File: config.mk
export PLATFORM = sky130hd
export DESIGN_NAME = uart_tx_ctrl_flat
export DESIGN_NICKNAME = d
export VERILOG_FILES = /design/src/rtl/uart_tx_ctrl_if.sv /design/src/rtl/uart_tx_ctrl.sv /design/src/flat_wrapper.sv
export SDC_FILE = /design/constraint.sdc
export NUM_CORES = 1
export LEC_CHECK = 0
export CAP_MARGIN = 10
export CELL_PAD_IN_SITES_DETAIL_PLACEMENT = 1
export CELL_PAD_IN_SITES_GLOBAL_PLACEMENT = 1
export CORE_MARGIN = 4
export CORE_UTILIZATION = 33
export DETAILED_ROUTE_END_ITERATION = 7
export MAX_ROUTING_LAYER = met4
export PLACE_DENSITY_LB_ADDON = 0.2
export SLEW_MARGIN = 20
export SYNTH_ARGS = -nofsm -noshare
export SYNTH_HDL_FRONTEND = slang
export SYNTH_SLANG_ARGS = --single-unit
File: constraint.sdc
create_clock -name CLK -period 1.42 [get_ports CLK]
set_input_delay 0.142 -clock CLK [delete_from_list [all_inputs] [get_ports CLK]]
set_output_delay 0.142 -clock CLK [all_outputs]
set_load 0.03 [all_outputs]
File: src/rtl/uart_tx_ctrl_if.sv
// Handshake and mux-drive bundle between the UART TX frame controller and its user.
// The master side supplies the byte; the slave side (controller) drives the TX mux controls.
interface uart_tx_ctrl_if #(
   parameter int unsigned DATA_WIDTH = 8
);
   logic [DATA_WIDTH-1:0] P_DATA;
   logic                  Data_Valid;
   logic                  PAR_EN;
   logic                  PAR_TYP;
   logic [1:0]            mux_sel;
   logic                  serial_data;
   logic                  parity_bit;
   logic                  busy;

   modport master (
      output P_DATA, Data_Valid, PAR_EN, PAR_TYP,
      input  mux_sel, serial_data, parity_bit, busy
   );

   modport slave (
      input  P_DATA, Data_Valid, PAR_EN, PAR_TYP,
      output mux_sel, serial_data, parity_bit, busy
   );
endinterface

File: src/rtl/uart_tx_ctrl.sv
// UART TX frame controller: latches a byte, serializes it LSB-first one bit per CLK and
// sequences start/data/parity/stop selects for the downstream registered TX mux.
module uart_tx_ctrl #(
   parameter int unsigned DATA_WIDTH = 8
) (
   input logic           CLK,
   input logic           RST,
   uart_tx_ctrl_if.slave bus
);
   localparam int unsigned CntW = $clog2(DATA_WIDTH);
   localparam logic [CntW-1:0] CntMax = CntW'(DATA_WIDTH - 1);

   typedef enum logic [2:0] {
      StIdle,
      StStart,
      StData,
      StParity,
      StStop
   } state_e;

   state_e                state_q, state_d;
   logic [DATA_WIDTH-1:0] shift_q;
   logic [CntW-1:0]       cnt_q;
   logic                  par_en_q;
   logic                  parity_q;
   logic [1:0]            mux_sel;
   logic                  busy;
   logic                  accept;

   assign accept = (state_q == StIdle) && bus.Data_Valid;

   always_comb begin
      state_d = state_q;
      mux_sel = 2'b11;
      busy    = 1'b1;
      case (state_q)
         StIdle: begin
            busy = 1'b0;
            if (bus.Data_Valid) state_d = StStart;
         end
         StStart: begin
            mux_sel = 2'b00;
            state_d = StData;
         end
         StData: begin
            mux_sel = 2'b01;
            if (cnt_q == CntMax) state_d = par_en_q ? StParity : StStop;
         end
         StParity: begin
            mux_sel = 2'b10;
            state_d = StStop;
         end
         StStop: state_d = StIdle;
         default: begin
            busy    = 1'b0;
            state_d = StIdle;
         end
      endcase
   end

   always_ff @(posedge CLK) begin
      if (RST) begin
         state_q  <= StIdle;
         shift_q  <= '0;
         cnt_q    <= '0;
         par_en_q <= 1'b0;
         parity_q <= 1'b0;
      end else begin
         state_q <= state_d;
         if (accept) begin
            shift_q  <= bus.P_DATA;
            par_en_q <= bus.PAR_EN;
            parity_q <= (^bus.P_DATA) ^ bus.PAR_TYP;
         end else if (state_q == StData) begin
            shift_q <= shift_q >> 1;
         end
         // Counter only advances in DATA; any other state holds it at zero.
         if (state_q == StData && cnt_q != CntMax) begin
            cnt_q <= cnt_q + 1'b1;
         end else begin
            cnt_q <= '0;
         end
      end
   end

   assign bus.mux_sel     = mux_sel;
   assign bus.busy        = busy;
   assign bus.serial_data = shift_q[0];
   assign bus.parity_bit  = parity_q;
endmodule

File: src/flat_wrapper.sv
// flat-port wrapper written by rule: the top's interface ports become plain ports
module uart_tx_ctrl_flat 
#(
   parameter int unsigned DATA_WIDTH = 8
)
  (CLK, RST, bus_P_DATA, bus_Data_Valid, bus_PAR_EN, bus_PAR_TYP, bus_mux_sel, bus_serial_data, bus_parity_bit, bus_busy);
  uart_tx_ctrl_if #(.DATA_WIDTH(DATA_WIDTH)) bus_i ();
  input logic CLK;
  input logic RST;
  input wire logic [$bits(bus_i.P_DATA)-1:0] bus_P_DATA;
  input wire logic [$bits(bus_i.Data_Valid)-1:0] bus_Data_Valid;
  input wire logic [$bits(bus_i.PAR_EN)-1:0] bus_PAR_EN;
  input wire logic [$bits(bus_i.PAR_TYP)-1:0] bus_PAR_TYP;
  output wire logic [$bits(bus_i.mux_sel)-1:0] bus_mux_sel;
  output wire logic [$bits(bus_i.serial_data)-1:0] bus_serial_data;
  output wire logic [$bits(bus_i.parity_bit)-1:0] bus_parity_bit;
  output wire logic [$bits(bus_i.busy)-1:0] bus_busy;
  assign bus_i.P_DATA = bus_P_DATA;
  assign bus_i.Data_Valid = bus_Data_Valid;
  assign bus_i.PAR_EN = bus_PAR_EN;
  assign bus_i.PAR_TYP = bus_PAR_TYP;
  assign bus_mux_sel = bus_i.mux_sel;
  assign bus_serial_data = bus_i.serial_data;
  assign bus_parity_bit = bus_i.parity_bit;
  assign bus_busy = bus_i.busy;
  uart_tx_ctrl #(.DATA_WIDTH(DATA_WIDTH)) u_core (.CLK(CLK), .RST(RST), .bus(bus_i));
endmodule
# After elaboration in Yosys (flattened, before gate mapping)
# Cells that the tools add are included.
[op_classes]
n_eq_ne = 8
n_bitwise = 2
mux = 8
addsub = 1
reduce_logical = 8
[ops]
columns = ["operator", "count"]
rows = [
  ["$mux W8", 2],
  ["$pmux W3 S4", 1],
  ["$mux W3", 3],
  ["$reduce_xor A8 Y1", 1],
  ["$eq A3 B2 Y1 const B", 2],
  ["$eq A3 B3 Y1 const B", 2],
  ["$pmux W2 S3", 1],
  ["$reduce_or A4 Y1", 1],
  ["$add A3 B1 Y3 const B", 1],
  ["$eq A3 B1 Y1 const B", 1],
  ["$logic_not A3 Y1", 1],
  ["$ne A3 B3 Y1 const B", 1],
  ["$logic_and A1 B1 Y1", 2],
  ["$ne A2 B1 Y1 const B", 1],
  ["$ne A2 B2 Y1 const B", 1],
  ["$reduce_and A2 Y1", 1],
  ["$reduce_bool A2 Y1", 1],
  ["$reduce_or A2 Y1", 1],
  ["$mux W1", 1],
  ["$not A1 Y1", 1],
  ["$xor A1 B1 Y1", 1],
]
[word_totals]
out_inout_bits = 5
in_bits = 13
regBits = 16
word_cells = 32

# Depth between registers and ports, before layout
# Gate-level depths: netlist of run 1.
[logic_depth]
word_depth = 4
ltp_mapped = 6
mapped_depth_nobuf = 5

# Least setup slack after synthesis of run 1
# OpenSTA, ideal clock, no wires.
[synth_path]
path_kind = "reg2reg"
start = "register u_core.state_q[0]"
end = "register u_core.parity_q, in the netlist u_core.bus.parity_bit"
t_required_ns = 1.347
synth_period_minus_slack_ns = 1.405
arrival_time_ns = 1.332
setup_ns = 0.073
slack_ns = 0.015
stages_incl_launch_ff = 7
path_cell_list = "dfxtp_1 > buf_6 > or4b_1 > buf_2 > nor3_2 > nand2_1 > o211ai_2"
[synth_via]
elab_chain_len = 2
[synth_lines]
columns = ["element", "line_no", "text"]
rows = [
  ["start, declared", "uart_tx_ctrl.sv:21", "state_e state_q, state_d;"],
  ["start signal, assigned", "uart_tx_ctrl.sv:63", "state_q <= StIdle;"],
  ["start signal, assigned", "uart_tx_ctrl.sv:69", "state_q <= state_d;"],
  ["$logic_not A3 Y1", "uart_tx_ctrl.sv:30", "assign accept = (state_q == StIdle) && bus.Data_Valid;"],
  ["$logic_and A1 B1 Y1", "uart_tx_ctrl.sv:30", ""],
  ["end signal, assigned", "uart_tx_ctrl.sv:73", "parity_q <= (^bus.P_DATA) ^ bus.PAR_TYP;"],
  ["end, declared", "uart_tx_ctrl.sv:25", "logic parity_q;"],
]
# Every way passes these cells.
# A chain may end at the register's enable or synchronous reset.

# Worst setup path in the final report of run 1
[layout_path]
start = "register u_core.state_q[2]"
end = "register u_core.shift_q[7]"
[layout_via]
elab_chain_len = 3
[layout_lines]
columns = ["element", "line_no", "text"]
rows = [
  ["$logic_not A3 Y1", "uart_tx_ctrl.sv:30", ""],
  ["$logic_and A1 B1 Y1", "uart_tx_ctrl.sv:30", ""],
  ["$mux W8 / $reduce_bool A2 Y1 (equally long branches)", "-", ""],
  ["end signal, assigned", "uart_tx_ctrl.sv:71", "shift_q <= bus.P_DATA;"],
  ["end signal, assigned", "uart_tx_ctrl.sv:75", "shift_q <= shift_q >> 1;"],
  ["end, declared", "uart_tx_ctrl.sv:22", "logic [DATA_WIDTH-1:0] shift_q;"],
]
# Parallel ways exist; a longest one is shown, timed or not.

==> run_results.csv, run 1 <==
group,metric,value,unit
sta,period_needed,1.33,ns
critical_path,startpoint_type,"register",
critical_path,crit_start,"u_core.state_q[2]",
drt,wl,1770,um
clock_tree,numClockSinks,16,
drt,ant_nets,0,
placed_design,port_buffers,17,
synthesis,synth_area_leaders,"dfxtp_1 (40%), a22oi_1 (6.6%), a21oi_1 (5.7%), nand2_1 (4.2%), xnor2_1 (3.3%)",
hold_path,min-delay-start,"bus_PAR_EN",
synthesis,syn_area,797,um^2
run_status,outcome,"completed",
final_layout,nNetsFinal,121,
clock_tree,postCtsSetupRepairBufs,0,
power_and_ir_drop,total_power,0.00103,W
floorplanning,io_pins,18,
clock_tree,clkLatencyLatePin,0.28,ns
clock_tree,cts_tree,"built",
critical_path,critPathRequiredTime,1.61,ns
critical_path,reg2reg_from,"u_core.state_q[2]",
critical_path,endpoint_kind,"register",
sta,skew,0.000900,ns
drt,top_layer,"met4",
critical_path,worst-setup-path-type,"reg -> reg",
drt,vias,674,
grt,grt_first_pass_wirelength,2810,um
sta,tightest_slew,0.397,ns
sta,hold_violations,0,
placed_design,post_dp_cell_area,1040,um^2
clock_tree,cts.path.max_buffers,2,
drt,drc,0,
synthesis,synth_area_leader_cell,"dfxtp_1",
final_layout,final_area,1080,um^2
clock_tree,hold_buffers,0,
synthesis,ys_warn_count,0,
final_layout,fillers,270,
grt,grt-ovfl-total,0,
grt,grt_pass1_vias,600,
sta,fmax,754,MHz
floorplanning,die_y,57.1,um
placed_design,dp_hpwl,1360,um
clock_tree,cts_buffers,3,
floorplanning,coreArea,2250,um^2
floorplanning,initial_core_util,35.3,%
sta,slew_headroom,73.5,%
final_layout,area_growth,35.8,%
synthesis,syn_inst,80,
placed_design,gp_congestion,0.727,
drt,dr.pass1.iters,2,
grt,grt_max_degree,11,
floorplanning,row_count,17,
synthesis,synth_cell_types,29,
hold_path,hp-class,"in -> reg",
sta,fin_crit_sh,93.4,%
synthesis,syn_avg_cell_area,9.96,um^2
critical_path,crit_arrival,1.51,ns
final_layout,drive_gt1_share,26.0,%
clock_tree,cts_root_buffer,"clkbuf_4",
drt,wl_per_cell,13.4,um
synthesis,ys_seq_area_share,40.2,%
drt,drt_first_iter_violations,3,
clock_tree,cts_max_level,1,
power_and_ir_drop,ir_drop,460,uV
floorplanning,die_w,57.1,um
clock_tree,clk_pin_slew,0.09,ns
drt,wl_met2,816,um
synthesis,syn_nets,95,
final_layout,diodes,0,
synthesis,ys_seq_elements,16,
power_and_ir_drop,powerDensity,951,nW/um^2
floorplanning,die_area,3270,um^2
sta,drv_slew,0,
final_layout,final_util,48.0,%
job,maxCapViolations,0,
grt,grt.total_usage,11.4,%
critical_path,crit_fanout,7,
power_and_ir_drop,total_leakage_power,0.442,nW
drt,routed-wl-met3,119,um
sta,setup_viol,0,
grt,antenna_found_initial,0,
drt,drt-met1-wl,824,um
synthesis,synth_top_area_share,40.2,%
drt,viasPerCell,5.11,
## cells in the final DEF, fill, tap and decap left out, types with 2 or more instances in the layout
cell and count:
a21oi_1 9, a22oi_1 6, and2_1 2, buf_4 9, clkbuf_4 3, clkdlybuf4s50_1 12
dfxtp_1 13, dfxtp_2 2, dlygate4sd2_1 2, ha_1 2, inv_1 2, mux2i_1 2
nand2_1 9, nand3_1 3, nor2_1 3, xnor2_1 3, xor2_1 2
## stage by stage
step                      instances  hold WS, ns  setup slack [ns]  TNS (ns)
after floorplan                  80        0.215            0.0146         0
after global placement          129        0.409            -0.161    -0.394
after detailed placement        129        0.420            -0.180    -0.476
after CTS                       132        0.422           -0.0154   -0.0434
after global routing            132        0.442           -0.0103   -0.0103
final                           132        0.419            0.0931         0
## registers in the layout, summed over array words and instances, names as in the netlist
| name | flops |
|---|---|
| u_core.par_en_q | 1 |
| u_core.shift_q | 8 |
| u_core.bus.parity_bit | 1 |
| u_core.cnt_q | 3 |
| u_core.state_q | 3 |
## final timing paths
kind	cells past startpoint	to	slack [ns]
setup / recovery	6	u_core.shift_q[7]	0.09
hold / removal	3	u_core.par_en_q	0.42
setup reg to reg	6	u_core.shift_q[7]	0.09
hold reg to reg	1	u_core.cnt_q[0]	0.43
## critical path: stages, from the launching register on
cell and delay, ns:
dfxtp_4 0.37, buf_12 0.13, nor4b_4 0.30, nor2_1 0.08, buf_4 0.17, a22oi_2 0.12
nor2_1 0.05
## Yosys cell counts
cell type	number
xor2_1	2
a22oi_1	7
xnor3_1	1
or4b_1	1
xnor2_1	3
nor4b_1	1
nand2_1	9
mux2i_1	2
buf_6	2
nand3_1	3
buf_2	2
or2b_1	1
xnor3_2	1
nor3_2	1
and2_1	2
nor3_1	1
nor3b_1	1
inv_1	2
ha_1	2
nand2b_1	1
nor2b_1	1
a21oi_1	9
clkbuf_1	1
nor3b_4	1
o211ai_2	1
a211oi_1	1
nor4b_4	1
dfxtp_1	16
nor2_1	4
## cell type report
type                       count  area, um^2  share of cell area [%]
sequential                    16         327                    30.2
inverter                       2        7.51                   0.694
clock buffer                   3        22.5                    2.08
multi-input combinational     57         449                    41.5
tap                           28        35.0                    3.24
timing repair buffer          26         241                    22.3
## repair_timing
action                                  in CTS  in global routing
gates cloned                                 0                  0
pin swaps                                    0                  2
endpoints found under the setup margin       5                 12
resized for setup                            3                 11
## logic make-up after synthesis
family,count (synthesis),share of synthesized area (%)
AOI/OAI and AO/OA,18,14.8
xor gates and xnor gates,7,11.3
adders and majority gates,2,3.14
buffers and inverters,7,5.49
DFF,16,40.2
muxes,2,2.51
and+or+nand+nor,28,22.6
## power by group
group / internal [W] / switching, W / leakage (nW)
Combinational: 0.000151 / 0.000144 / 0.296
Sequential: 0.000478 / 0.0000195 / 0.132
Clock: 0.0000986 / 0.000138 / 0.0138
Total: 0.000728 / 0.000301 / 0.442
## metal layers
metal,global-route usage [%],vias to the layer above
li1,-,331
met1,15.1,323
met2,15.5,15
met3,5.66,5
met4,2.98,0
met5,-,-
Note: power is estimated with default switching activity, not from simulation.
==> run 2: changes to the inputs <==
--- a/config.mk
+++ b/config.mk
@@ -8,12 +8,12 @@
 export CAP_MARGIN = 10
 export CELL_PAD_IN_SITES_DETAIL_PLACEMENT = 1
 export CELL_PAD_IN_SITES_GLOBAL_PLACEMENT = 1
-export CORE_MARGIN = 4
+export CORE_ASPECT_RATIO = 1.2
+export CORE_MARGIN = 3
 export CORE_UTILIZATION = 33
 export DETAILED_ROUTE_END_ITERATION = 7
 export MAX_ROUTING_LAYER = met4
 export PLACE_DENSITY_LB_ADDON = 0.2
-export SLEW_MARGIN = 20
 export SYNTH_ARGS = -nofsm -noshare
 export SYNTH_HDL_FRONTEND = slang
 export SYNTH_SLANG_ARGS = --single-unit
==> run 2 against run 1 <==
Effect of this change:
- sequential share of layout area is 1.5 points lower
- largest cell class unchanged
- sequential cell count is the same
- largest power group unchanged
- highest routed layer unchanged
- setup slack worse by 0.074 ns
- critical path depth is 1 lower
- power up 2.9%
- final cell count grew 6.8%
==> run_results.csv, run 2 (synthesis results as in run 1) <==
group,metric,value,unit
sta,fin_crit_sh,98.7,%
critical_path,endpoint_kind,"register",
drt,dr.pass1.iters,4,
final_layout,reg.largest.list,"u_core.shift_q: 8 flops, u_core.cnt_q: 3 flops, u_core.state_q: 3 flops",
hold_path,hp-class,"reg -> reg",
drt,wl,2030,um
critical_path,startpoint_type,"register",
power_and_ir_drop,ir_drop,599,uV
grt,antenna_found_initial,0,
placed_design,post-place-ws,-0.183,ns
clock_tree,hold_buffers,0,
sta,fmax,714,MHz
floorplanning,io_pins,18,
critical_path,path_delay_family,"flip-flops",
clock_tree,clkLatencyLatePin,0.28,ns
sta,rsz0062_at_grt,"true",
critical_path,crit_arrival,1.55,ns
final_layout,fin_cells,141,
sta,period_needed,1.40,ns
placed_design,port_buffers,17,
placed_design,dp_hpwl,1410,um
placed_design,post_dp_cell_area,1050,um^2
final_layout,area_growth,44.9,%
floorplanning,initial_core_util,36.5,%
final_layout,seqCellArea,332,um^2
sta,hold_ws,0.428,ns
sta,setup_viol,0,
final_layout,nNetsFinal,128,
sta,finalWorstSetupSlack,0.0189,ns
clock_tree,cts_tree,"built",
sta,drv_slew,0,
hold_path,whs_endpoint,"u_core.cnt_q[0]",
hold_path,min-delay-start,"u_core.cnt_q[0]",
placed_design,placed_cells_incl_taps,134,
critical_path,crit_start,"u_core.state_q[0]",
critical_path,r2r-end,"u_core.shift_q[0]",
final_layout,largest_reg_flops,8,
grt,grt_max_degree,11,
drt,ant_nets,0,
floorplanning,row_count,18,
critical_path,worst-setup-path-type,"reg -> reg",
grt,grt-ovfl-total,0,
power_and_ir_drop,total_leakage_power,0.481,nW
run_status,outcome,"completed",
critical_path,cp_cell_sequence,"buf_6 > nor3b_4 > buf_6 > mux2i_4 > a211oi_2",
drt,wl_per_cell,14.4,um
grt,grt_pass1_vias,774,
final_layout,layout_common_cells,"buf_4 (15), dfxtp_1 (13), clkdlybuf4s50_1 (12), a21oi_1 (9), nand2_1 (9)",
sta,slew_headroom,72.6,%
final_layout,final_common_cell,"buf_4",
clock_tree,cts_max_level,1,
sta,hold_violations,0,
grt,grt_first_pass_wirelength,3440,um
job,maxCapViolations,0,
power_and_ir_drop,powerDensity,917,nW/um^2
drt,drt_first_iter_violations,5,
floorplanning,die_w,50.9,um
clock_tree,cts_root_buffer,"clkbuf_4",
floorplanning,die_y,59.8,um
floorplanning,coreArea,2180,um^2
critical_path,critical-path-max-stage-delay,0.38,ns
critical_path,cpMaxStageDelayCell,"dfxtp_4",
drt,vias,705,
final_layout,fillers,269,
final_layout,regMostFlops,"u_core.shift_q",
clock_tree,clk_pin_slew,0.08,ns
drt,viasPerCell,5.00,
final_layout,diodes,0,
placed_design,gp_congestion,0.748,
critical_path,critPathBufInv,2,
sta,skew,0.00765,ns
critical_path,reg2reg_depth,5,
critical_path,reg2reg_from,"u_core.state_q[0]",
sta,tightest_slew,0.410,ns
grt,grt.total_usage,16.1,%
clock_tree,numClockSinks,16,
hold_path,hold_depth,1,
final_layout,final_util,52.9,%
clock_tree,cts.path.max_buffers,2,
critical_path,reg2reg_setup_slack,0.02,ns
final_layout,drive_gt1_share,32.4,%
critical_path,critPathRequiredTime,1.57,ns
critical_path,crit_fanout,6,
clock_tree,cts_buffers,3,
critical_path,crit_top_cell,"buf_6",
drt,drc,0,
floorplanning,die_area,3040,um^2
final_layout,final_area,1150,um^2
final_layout,multi_input_comb_area,467,um^2
## run 2: stage by stage
step,TNS [ns],total power [W]
2_1_floorplan,0,0.000682
3_3_place_gp,-0.390,0.000801
3_5_place_dp,-0.478,0.000808
4_1_cts,0,0.00106
5_1_grt,-0.331,0.00113
6_report,0,0.00106
## run 2: area by class of cell
type / count / share of cell area (%)
repair buffers: 33 / 25.0
multi-input cells: 57 / 40.4
clock buffers: 3 / 1.95
inverters: 2 / 0.650
flip-flops and latches: 16 / 28.7
well taps: 30 / 3.25
## run 2: worst max path at each step
stage / endpoint / slack (ns) / cells past startpoint
final: u_core.shift_q[0] / 0.02 / 5
after global placement: u_core.bus.parity_bit / -0.16 / 5
after floorplan: u_core.bus.parity_bit / 0.01 / 6
after detailed placement: u_core.shift_q[0] / -0.18 / 3
after CTS: bus_busy / 0.002 / 4
after global routing: u_core.shift_q[0] / -0.08 / 5
## run 2: what timing repair did
action | CTS | global route
endpoints found under the hold margin | 0 | 0
setup buffers | 2 | 2
pin swaps | 1 | 3
resized for setup | 8 | 13
endpoints found under the setup margin | 9 | 15
## run 2: where the power goes
| group | internal (W) | leakage, nW | switching [W] | total, W |
|---|---|---|---|---|
| Clock | 0.0000984 | 0.0138 | 0.000137 | 0.000235 |
| Sequential | 0.000477 | 0.133 | 0.0000253 | 0.000502 |
| Combinational | 0.000171 | 0.335 | 0.000150 | 0.000322 |
## run 2: routing by layer
metal	global-route usage [%]	routed length, um	vias to the layer above
met1	15.9	782	345
met4	6.92	40	0
met2	30.4	1150	11
met3	3.24	51	4
met5	-	0	-
li1	-	-	345
